===== config.mk =====
export PLATFORM = sky130hd
export DESIGN_NAME = fft32_stage_ctrl
export DESIGN_NICKNAME = d
export VERILOG_FILES = /design/src/rtl/fft_pkg.sv /design/src/rtl/fft_tw_addr_gen.sv /design/src/rtl/fft32_stage_ctrl.sv
export SDC_FILE = /design/constraint.sdc
export NUM_CORES = 1
export LEC_CHECK = 0
export BUFFER_PORTS_ARGS = -buffer_cell sky130_fd_sc_hd__buf_2
export CAP_MARGIN = 20
export CORE_UTILIZATION = 51
export DETAILED_ROUTE_END_ITERATION = 8
export PLACE_DENSITY_LB_ADDON = 0.05
export SLEW_MARGIN = 5
export SYNTH_ARGS = -nofsm -noshare
export SYNTH_HDL_FRONTEND = slang
export SYNTH_SLANG_ARGS = --single-unit

===== constraint.sdc =====
create_clock -name clk -period 3.7 [get_ports clk]
set_input_delay 0.185 -clock clk [delete_from_list [all_inputs] [get_ports clk]]
set_output_delay 0.185 -clock clk [all_outputs]
set_load 0.005 [all_outputs]

===== src/rtl/fft_pkg.sv =====
// Shared types and constants for the folded 32-point radix-2 FFT sequencer.
package fft_pkg;

    typedef enum logic [1:0] {
        IDLE = 2'd0,
        RUN  = 2'd1,
        DONE = 2'd2
    } ctrl_state_t;

    localparam int FFT_N     = 32;
    localparam int FFT_LOG2N = 5;
    localparam int TW_IDX_W  = 4;
    localparam int NUM_LANES = 16;

endpackage


===== src/rtl/fft_tw_addr_gen.sv =====
// Combinational twiddle-exponent generator: stage index -> per-lane W32^k exponents.
module fft_tw_addr_gen
    import fft_pkg::*;
(
    input  logic [2:0]                        stage,
    output logic [NUM_LANES*TW_IDX_W-1:0]     tw_idx
);

    logic [TW_IDX_W-1:0] mask;
    logic [2:0]          sh;

    // k = (j mod 2^s) << (4-s); stages 4 and above take the lane number directly.
    always_comb begin
        tw_idx = '0;
        if (stage >= 3'd4) begin
            mask = 4'hF;
            sh   = 3'd0;
        end else begin
            mask = 4'((5'd1 << stage) - 5'd1);
            sh   = 3'd4 - stage;
        end
        for (int j = 0; j < NUM_LANES; j++) begin
            tw_idx[j*TW_IDX_W +: TW_IDX_W] = (4'(j) & mask) << sh;
        end
    end

endmodule


===== src/rtl/fft32_stage_ctrl.sv =====
// Stage sequencer for a time-multiplexed 32-point radix-2 DIT FFT.
// Optional IFFT support (inv_req / tw_conj) is built when FFT_CTRL_INVERSE_EN is defined.
module fft32_stage_ctrl
    import fft_pkg::*;
#(
    parameter int unsigned BFLY_LAT = 2
) (
    input  logic                          clk,
    input  logic                          rst,
    input  logic                          in_valid,
    output logic                          in_ready,
    output logic                          buf_load,
    input  logic                          abort,
    output logic                          bf_start,
    output logic                          buf_we,
    output logic [2:0]                    stage,
    output logic [NUM_LANES*TW_IDX_W-1:0] tw_idx,
    output logic                          busy,
    output logic                          out_valid,
    input  logic                          out_ready,
`ifdef FFT_CTRL_INVERSE_EN
    input  logic                          inv_req,
    output logic                          tw_conj,
`endif
    output ctrl_state_t                   state_dbg
);

    localparam logic [3:0] LAT_CNT    = 4'(BFLY_LAT);
    localparam logic [2:0] LAST_STAGE = 3'(FFT_LOG2N - 1);

    ctrl_state_t state, next_state;
    logic [3:0]  cnt, next_cnt;
    logic [2:0]  next_stage;
    logic        bf_start_d, buf_we_d;
    logic [NUM_LANES*TW_IDX_W-1:0] tw_next, tw_idx_d;

    fft_tw_addr_gen u_tw_gen (
        .stage  (next_stage),
        .tw_idx (tw_next)
    );

    // Registered outputs are loaded from next-state values so they line up
    // with the cycle in which the state they describe is current.
    always_ff @(posedge clk or negedge rst) begin
        if (!rst) begin
            state    <= IDLE;
            cnt      <= '0;
            stage    <= '0;
            tw_idx   <= '0;
            bf_start <= 1'b0;
            buf_we   <= 1'b0;
        end else begin
            state    <= next_state;
            cnt      <= next_cnt;
            stage    <= next_stage;
            tw_idx   <= tw_idx_d;
            bf_start <= bf_start_d;
            buf_we   <= buf_we_d;
        end
    end

    always_comb begin
        next_state = state;
        next_cnt   = cnt;
        next_stage = stage;
        case (state)
            IDLE: begin
                next_cnt   = '0;
                next_stage = '0;
                if (in_valid) begin
                    next_state = RUN;
                end
            end
            RUN: begin
                if (cnt == LAT_CNT) begin
                    next_cnt = '0;
                    if (stage == LAST_STAGE) begin
                        next_state = DONE;
                        next_stage = '0;
                    end else begin
                        next_stage = stage + 3'd1;
                    end
                end else begin
                    next_cnt = cnt + 4'd1;
                end
            end
            DONE: begin
                next_cnt   = '0;
                next_stage = '0;
                if (out_ready) begin
                    next_state = IDLE;
                end
            end
            default: begin
                next_state = IDLE;
                next_cnt   = '0;
                next_stage = '0;
            end
        endcase
        // Abort wins over every other transition, but only once a frame is in flight.
        if (abort && state != IDLE) begin
            next_state = IDLE;
            next_cnt   = '0;
            next_stage = '0;
        end
    end

    always_comb begin
        in_ready   = (state == IDLE);
        buf_load   = in_valid & (state == IDLE);
        busy       = (state == RUN) || (state == DONE);
        out_valid  = (state == DONE);
        bf_start_d = (next_state == RUN) && (next_cnt == 4'd0);
        buf_we_d   = (next_state == RUN) && (next_cnt == LAT_CNT);
        tw_idx_d   = (next_state == RUN) ? tw_next : '0;
        state_dbg  = state;
    end

`ifdef FFT_CTRL_INVERSE_EN
    always_ff @(posedge clk or negedge rst) begin
        if (!rst) begin
            tw_conj <= 1'b0;
        end else if (next_state == IDLE) begin
            tw_conj <= 1'b0;
        end else if (buf_load) begin
            tw_conj <= inv_req;
        end
    end
`endif

endmodule

==> impl_metrics.yaml, run 1 <==
worst_setup_path:
  r2r_end: "tw_idx[63]"
  regToRegSetupSlack_ns: 0.32
  arrival_ns: 3.54
  crit_path_max_fanout: 8
  reg2reg_depth: 13
  cp-startpoint: "state_dbg[0]"
  startpoint_type: "flop"
  worst_ep_required_time_ns: 3.87
  critPathKind: "reg -> reg"
  crit_path_end_kind: "flop"
  r2r_start: "state_dbg[0]"
  endpoint: "tw_idx[63]"
pwr:
  p_sw_mw: 0.463
  intPower_mw: 0.741
  p_leak_nw: 1.35
  pwr-share-clk: 0.212
  swShare: 0.385
  cellPowerDensity_nw_per_um2: 465
  power_frac_comb: 0.411
  pwr-share-seq: 0.377
  ir_drop_v: 0.000235
timing:
  final-hold-violation-count: 37
  min_period_ns: 3.38
  tightest_slew_ns: 0.801
  min_period_over_period: 0.913
  setup_viol: 0
  slew_viol_final: 0
  fin_skew_ns: 0.00344
  grt_setup_unrepaired: "no"
  fmax_mhz: 296
  whs_ns: -0.0148
  finalSetupTns_ns: 0
  setup_slack_ns: 0.321
  max_slew_margin: 0.466
grt:
  grt_pass1_vias: 1527
  grt_pass1_wl_um: 7400
  grt_overflow_total: 0
  antenna_found_initial: 0
  grt_max_degree: 38
  track_usage: 0.191
synthesis:
  ys_ff_latch: 37
  ys.warnings.count: 0
  synth_edf_count: 0
  synth_ff_type: "dfrtp_1"
  yosys-top-cells-area: "dfrtp_1, buf_4, ha_1"
  yosysMostFrequentCell: "buf_4"
  synth_top_area_cell: "dfrtp_1"
  synthArstFlopShare: 1.00
  syn_area_um2: 2370
  yosysUniqueCellTypes: 54
  synth_common_cells: "buf_4, dfrtp_1, ha_1"
  ys_seq_area_frac: 0.390
  yosysTopAreaCellShare: 0.390
  synth_cells: 221
  syn_avg_cell_area_um2: 10.7
cts:
  cts_tree: "built"
  cts.clk_slew.worst_paths_ns: 0.07
  postCtsSetupRepairBufs: 0
  postCtsHoldBufs: 0
  cts_max_level: 2
  clk_latency_ns: 0.28
  cts_buffers: 5
  clock_path_buffers: 2
  clkSinkCount: 37
  cts-root-buf: "clkbuf_8"
drt:
  vias_per_cell: 5.28
  drt-total-wl_um: 4310
  via_count: 1674
  remaining_drc_errors: 0
  routedWlPerCell_um: 13.6
  drt_pre_antenna_iters: 4
  drtIter0Drc: 85
  ant_nets: 0
final_layout:
  diodes: 0
  post_route_cells_drive_above_1_share: 0.351
  area_growth_pct: 8.96
  final_net_count: 286
place:
  place.gp.congestion: 0.849
  place_ws_ns: 0.251
  port_buffers: 64
  dp_hpwl_um: 3300
outcome:
  violations: "hold timing"
  status: "finished, violations left"
floorplanning:
  rows: 24
  core-area_um2: 4410
  die_area_um2: 4930
  initial_utilization: 0.538
  die_y_um: 70.2
  design.portCount: 80
  die-width_um: 70.2
run:
  maxCapViolCount: 0
min_path:
  hold_class: "in -> async"
layout by cell type (no fill, tap or decap), drive strengths merged, types with 2 or more instances in the layout:
master,n
and3,2
a31oi,2
a41oi,2
nor2b,4
conb,15
buf,68
nor4,2
nor3b,2
o211ai,3
or4b,2
nand3,5
nor3,9
nor2,14
a211oi,2
o21ai,2
xor2,4
a21oi,14
clkbuf,5
nand2b,3
dfrtp,37
inv,12
a221oi,7
ha,15
or3,2
nand2,12
and2,2
metal layers:
layer | vias up | track usage | routed length [µm]
met5 | - | 0 | 0
met1 | 802 | 0.289 | 2130
met4 | 0 | 0.0467 | 20
li1 | 813 | - | -
met3 | 2 | 0.0519 | 232
met2 | 57 | 0.270 | 1930
cells by family after synthesis:
group,after synthesis,synth area share
other,1,0.00158
xor gates and xnor gates,5,0.0184
adders and majority gates,15,0.0790
muxes,2,0.00896
DFF,37,0.390
AOI/OAI and AO/OA,41,0.183
buffers and inverters,56,0.159
and+or+nand+nor,64,0.160
flip-flops by register name, indices dropped and copies added, names as in the netlist:
register,count
stage,3
buf_we,1
cnt,4
bf_start,1
state_dbg,2
tw_idx,26
critical path, cell delays in order, from the launching register on:
cell	delay (ns)
dfrtp_1	0.43
inv_1	0.10
ha_1	0.25
nand2b_1	0.33
nand2_1	0.15
nor2_1	0.28
inv_1	0.10
ha_1	0.21
ha_1	0.32
inv_1	0.13
ha_1	0.26
a21oi_2	0.24
nor2_1	0.12
a221oi_1	0.34
metrics by stage:
step / instance area (µm²) / hold slack [ns] / cells / power, mW / utilization
2_1_floorplan: 2430 / -0.111 / 235 / 0.838 / -
3_3_place_gp: 2510 / 0.315 / 311 / 0.950 / 0.569
4_1_cts: 2580 / 0.0155 / 317 / 1.21 / 0.585
5_1_grt: 2590 / 0.0439 / 317 / 1.29 / 0.586
3_5_place_dp: 2510 / 0.326 / 311 / 0.949 / 0.569
6_report: 2590 / -0.0148 / 317 / 1.20 / 0.586
power groups by stage:
| stage | Combinational (mW) | Clock (mW) | Sequential (mW) |
|---|---|---|---|
| 2_1_floorplan | 0.380 | 0 | 0.458 |
| 3_3_place_gp | 0.489 | 0 | 0.461 |
| 3_5_place_dp | 0.487 | 0 | 0.461 |
| 4_1_cts | 0.491 | 0.265 | 0.454 |
| 5_1_grt | 0.550 | 0.281 | 0.459 |
| 6_report | 0.495 | 0.255 | 0.454 |
layout make-up:
type | count | area [µm²]
clock buffer | 5 | 68.8
sequential | 37 | 926
fill | 411 | 1830
tap | 52 | 65.1
clock inverter | 1 | 5.00
timing repair buffer | 68 | 350
inverter | 12 | 45.0
multi-input combinational | 142 | 1130
timing repair:
item                       CTS  global route
setup endpoints to repair    0             2
hold endpoints to repair     0             0
gates resized for setup      0             1
worst min-delay path by stage:
stage / start / to / slack [ns] / cells past startpoint
2_1_floorplan: rst / bf_start / -0.11 / 0
3_3_place_gp: rst / bf_start / 0.32 / 1
3_5_place_dp: rst / buf_we / 0.33 / 1
4_1_cts: rst / tw_idx[51] / 0.02 / 1
5_1_grt: rst / buf_we / 0.04 / 1
6_report: rst / buf_we / -0.01 / 1
Power figures use the tool's default switching activity.
==> run 2: changes to the inputs <==
--- a/config.mk
+++ b/config.mk
@@ -7,6 +7,7 @@
 export LEC_CHECK = 0
 export BUFFER_PORTS_ARGS = -buffer_cell sky130_fd_sc_hd__buf_2
 export CAP_MARGIN = 20
+export CORE_ASPECT_RATIO = 1.4
 export CORE_UTILIZATION = 51
 export DETAILED_ROUTE_END_ITERATION = 8
 export PLACE_DENSITY_LB_ADDON = 0.05
==> impl_metrics.yaml, run 2 (synthesis results as in run 1) <==
final_layout:
  area_growth_pct: 11.2
  final_net_count: 285
  fillCellCount: 426
  multi_input_area_um2: 1130
  largest_reg_flops: 26
  layout_common_cells: "buf_2, dfrtp_1, ha_1, conb_1, nor2_1"
  reg.largest.list: "tw_idx x26, cnt x4, stage x3"
  top_register: "tw_idx"
  final-seq-area_um2: 926
  final_cells: 328
  diodes: 0
  postLayoutCoreUtil: 0.587
  post_route_cells_drive_above_1_share: 0.357
  layout_commonest_cell: "buf_2"
worst_setup_path:
  path_depth: 12
  crit_top_cell: "ha_1"
  reg2reg_depth: 12
  crit_path_max_fanout: 8
  crit_slowest_cell: "dfrtp_1"
  worst_ep_required_time_ns: 3.88
  path_buf_inv: 2
  crit_path_end_kind: "flop"
  regToRegSetupSlack_ns: 0.38
  r2r_end: "tw_idx[47]"
  slowest_delay_ns: 0.46
  critPathKind: "reg -> reg"
  startpoint_type: "flop"
  arrival_ns: 3.50
  r2r_start: "stage[0]"
  cp_cell_sequence: "inv_1, ha_1, a21oi_1, mux2_2, nand2_2, ha_1, ha_1, inv_1, ha_1, a21oi_2, nor2_1, a221oi_1"
  cpLargestDelayFamily: "adder cells"
grt:
  grt_overflow_total: 0
  track_usage: 0.198
  grt_pass1_vias: 1433
  grt_pass1_wl_um: 7070
  antenna_found_initial: 0
  grt_max_degree: 38
cts:
  cts_tree: "built"
  clk_latency_ns: 0.29
  cts_max_level: 2
  postCtsSetupRepairBufs: 0
  cts-root-buf: "clkbuf_8"
  clkSinkCount: 37
  cts.repair.resized: 0
  postCtsHoldBufs: 0
  cts.clk_slew.worst_paths_ns: 0.07
  cts_buffers: 5
  clock_path_buffers: 2
pwr:
  p_leak_nw: 1.37
  ir_drop_v: 0.000367
  p_total_mw: 1.31
  cellPowerDensity_nw_per_um2: 495
timing:
  max_slew_margin: 0.484
  whs_ns: -0.0291
  grt_setup_unrepaired: "no"
  min_period_over_period: 0.897
  slew_viol_final: 0
  final-hold-violation-count: 37
  fmax_mhz: 301
  min_period_ns: 3.32
  setup_viol: 0
  finalSetupTns_ns: 0
  fin_skew_ns: 0.00567
  tightest_slew_ns: 0.774
floorplanning:
  die_area_um2: 4940
  design.portCount: 80
  die_y_um: 82.7
  initial_utilization: 0.528
  rows: 29
  die-width_um: 59.7
  core-area_um2: 4500
drt:
  drtIter0Drc: 27
  via_count: 1644
  drt-total-wl_um: 4450
  drt_pre_antenna_iters: 4
  routedWlPerCell_um: 13.6
  remaining_drc_errors: 0
  vias_per_cell: 5.01
  ant_nets: 0
outcome:
  status: "finished, violations left"
  violations: "hold timing"
place:
  place_inst: 320
  place.gp.congestion: 0.874
  dp_hpwl_um: 3460
  port_buffers: 64
run:
  maxCapViolCount: 0
min_path:
  hold_class: "in -> async"
run 2: stage by stage:
| step | setup WS [ns] | cell area, µm² |
|---|---|---|
| 2_1_floorplan | 0.553 | 2430 |
| 3_3_place_gp | 0.341 | 2510 |
| 3_5_place_dp | 0.204 | 2510 |
| 4_1_cts | 0.171 | 2640 |
| 5_1_grt | 0.0870 | 2640 |
| 6_report | 0.380 | 2640 |
run 2: worst reg2reg max path, stage by stage (launching register included):
cell and delay [ns]:
dfrtp_1 0.46, inv_1 0.16, ha_1 0.28, a21oi_1 0.16
mux2_2 0.35, nand2_2 0.15, ha_1 0.19, ha_1 0.37
inv_1 0.11, ha_1 0.33, a21oi_2 0.22, nor2_1 0.12
a221oi_1 0.31
run 2: final cells by class:
| type | count | share of cell area |
|---|---|---|
| clock inverter | 2 | 0.0142 |
| tap | 62 | 0.0294 |
| timing repair buffer | 67 | 0.130 |
| inverter | 12 | 0.0171 |
| sequential | 37 | 0.351 |
| clock buffer | 6 | 0.0313 |
| multi-input combinational | 142 | 0.428 |
run 2: power breakdown:
| part | leakage, nW | switching (mW) | internal, mW |
|---|---|---|---|
| clock | 0.0574 | 0.141 | 0.219 |
| sequential | 0.513 | 0.0246 | 0.428 |
| combinational | 0.796 | 0.308 | 0.186 |
run 2: how the worst max path moves through the flow:
stage                 startpoint          to  slack (ns)
floorplan                 cnt[0]  tw_idx[47]        0.55
global placement    state_dbg[0]  tw_idx[43]        0.34
detailed placement  state_dbg[0]  tw_idx[47]        0.20
CTS                 state_dbg[1]  tw_idx[47]        0.17
global route        state_dbg[1]  tw_idx[55]        0.09
finish                  stage[0]  tw_idx[47]        0.38
run 2: routing by layer:
metal	global-route usage	wire length [µm]
met1	0.222	1800
met2	0.349	2360
met5	0	0
met4	0.109	136
met3	0.0358	158
==> run 3: changes to the inputs <==
--- a/config.mk
+++ b/config.mk
@@ -8,7 +8,7 @@
 export BUFFER_PORTS_ARGS = -buffer_cell sky130_fd_sc_hd__buf_2
 export CAP_MARGIN = 20
 export CORE_ASPECT_RATIO = 1.4
-export CORE_UTILIZATION = 51
+export CORE_UTILIZATION = 35
 export DETAILED_ROUTE_END_ITERATION = 8
 export PLACE_DENSITY_LB_ADDON = 0.05
 export SLEW_MARGIN = 5
==> impl_metrics.yaml, run 3 (synthesis results as in run 1) <==
place:
  place_ws_ns: 0.271
  dpl_cell_area_um2: 2540
  place.gp.congestion: 0.770
  dp_hpwl_um: 3820
  port_buffers: 64
timing:
  slew_viol_final: 0
  max_slew_margin: 0.444
  fin_skew_ns: 0.00620
  min_period_ns: 3.35
  whs_ns: -0.0138
  setup_slack_ns: 0.349
  fmax_mhz: 298
  setup_viol: 0
  final-hold-violation-count: 25
  grt_setup_unrepaired: "no"
  finalSetupTns_ns: 0
  tightest_slew_ns: 0.834
  min_period_over_period: 0.906
grt:
  antenna_found_initial: 0
  grt_pass1_wl_um: 7970
  track_usage: 0.148
  grt_overflow_total: 0
  grt_max_degree: 38
  grt_pass1_vias: 1565
pwr:
  power_frac_comb: 0.363
  cellPowerDensity_nw_per_um2: 518
  intPower_mw: 0.889
  p_sw_mw: 0.498
  p_leak_nw: 1.38
  pwr-share-seq: 0.327
  ir_drop_v: 0.000209
  p_total_mw: 1.39
  pwr-share-clk: 0.310
  swShare: 0.359
worst_setup_path:
  worst_ep_required_time_ns: 3.88
  r2r_start: "cnt[0]"
  arrival_ns: 3.53
  startpoint_type: "flop"
  r2r_end: "tw_idx[63]"
  crit_path_end_kind: "flop"
  reg2reg_depth: 11
  critPathKind: "reg -> reg"
  regToRegSetupSlack_ns: 0.35
  crit_path_max_fanout: 8
floorplanning:
  die_area_um2: 7120
  die-width_um: 71.6
  die_y_um: 99.5
  design.portCount: 80
  initial_utilization: 0.362
  core-area_um2: 6570
  rows: 35
final_layout:
  post_route_cells_drive_above_1_share: 0.360
  largest_reg_flops: 26
  diodes: 0
  final_net_count: 286
  postLayoutCoreUtil: 0.408
  layout_common_cells: "buf_2, dfrtp_1, conb_1"
  layout_commonest_cell: "buf_2"
  top_register: "tw_idx"
  reg.largest.list: "tw_idx x26, cnt x4, stage x3"
  area_growth_pct: 12.9
  stdcell_area_um2: 2680
min_path:
  hold_class: "in -> async"
drt:
  drt_pre_antenna_iters: 5
  vias_per_cell: 4.97
  drtIter0Drc: 43
  via_count: 1694
  ant_nets: 0
  routedWlPerCell_um: 14.6
  drt-total-wl_um: 4980
  remaining_drc_errors: 0
run:
  maxCapViolCount: 0
cts:
  cts-root-buf: "clkbuf_8"
  cts_max_level: 2
  cts.clk_slew.worst_paths_ns: 0.08
  postCtsSetupRepairBufs: 0
  clkSinkCount: 37
  clk_latency_ns: 0.30
  cts_tree: "built"
  clock_path_buffers: 2
  cts_buffers: 5
outcome:
  status: "finished, violations left"
  violations: "hold timing"
[run 3: power by group through the flow]
stage	Clock [mW]	Sequential (mW)	Combinational [mW]
floorplan	0	0.458	0.380
global placement	0	0.461	0.509
detailed placement	0	0.462	0.504
CTS	0.442	0.454	0.507
global route	0.458	0.457	0.560
finish	0.430	0.454	0.504
[run 3: how the worst max path moves through the flow]
| stage | endpoint | from | slack [ns] |
|---|---|---|---|
| global placement | tw_idx[63] | state_dbg[1] | 0.25 |
| CTS | tw_idx[63] | state_dbg[1] | 0.22 |
| finish | tw_idx[63] | cnt[0] | 0.35 |
| global route | tw_idx[63] | state_dbg[1] | 0.08 |
| floorplan | tw_idx[47] | cnt[0] | 0.55 |
| detailed placement | tw_idx[63] | state_dbg[1] | 0.27 |
[run 3: layout make-up]
class                   instances  area [µm²]
clock buffers                   5        68.8
clock inverters                 3        68.8
multi-input cells             142        1130
inverters                      12        45.0
fillers                       670        3890
flip-flops and latches         37         926
repair buffers                 68         350
well taps                      74        92.6
[run 3: timing repair]
| action | CTS | global route |
|---|---|---|
| hold buffers | 0 | 0 |
| resized for setup | 0 | 2 |
| setup endpoints to repair | 0 | 7 |
[run 3: critical path, stage by stage, from the launching register on]
cell	delay, ns
dfrtp_1	0.43
inv_1	0.08
ha_1	0.17
or3b_4	0.41
o2111ai_4	0.30
and2_1	0.30
ha_2	0.33
inv_1	0.08
ha_1	0.32
a21oi_1	0.29
nor2_1	0.17
a221oi_1	0.34
[run 3: metrics by stage]
stage	hold WS [ns]	instances
after floorplan	-0.111	235
after global placement	0.339	333
after detailed placement	0.340	333
after CTS	0.0154	341
after global routing	0.0743	341
final	-0.0138	341
[run 3: per-layer routing]
layer,vias up,global-route usage,wire (µm)
met1,808,0.160,1870
met3,10,0.0253,223
met4,0,0.0739,145
met5,-,0,0
li1,806,-,-
met2,70,0.273,2750
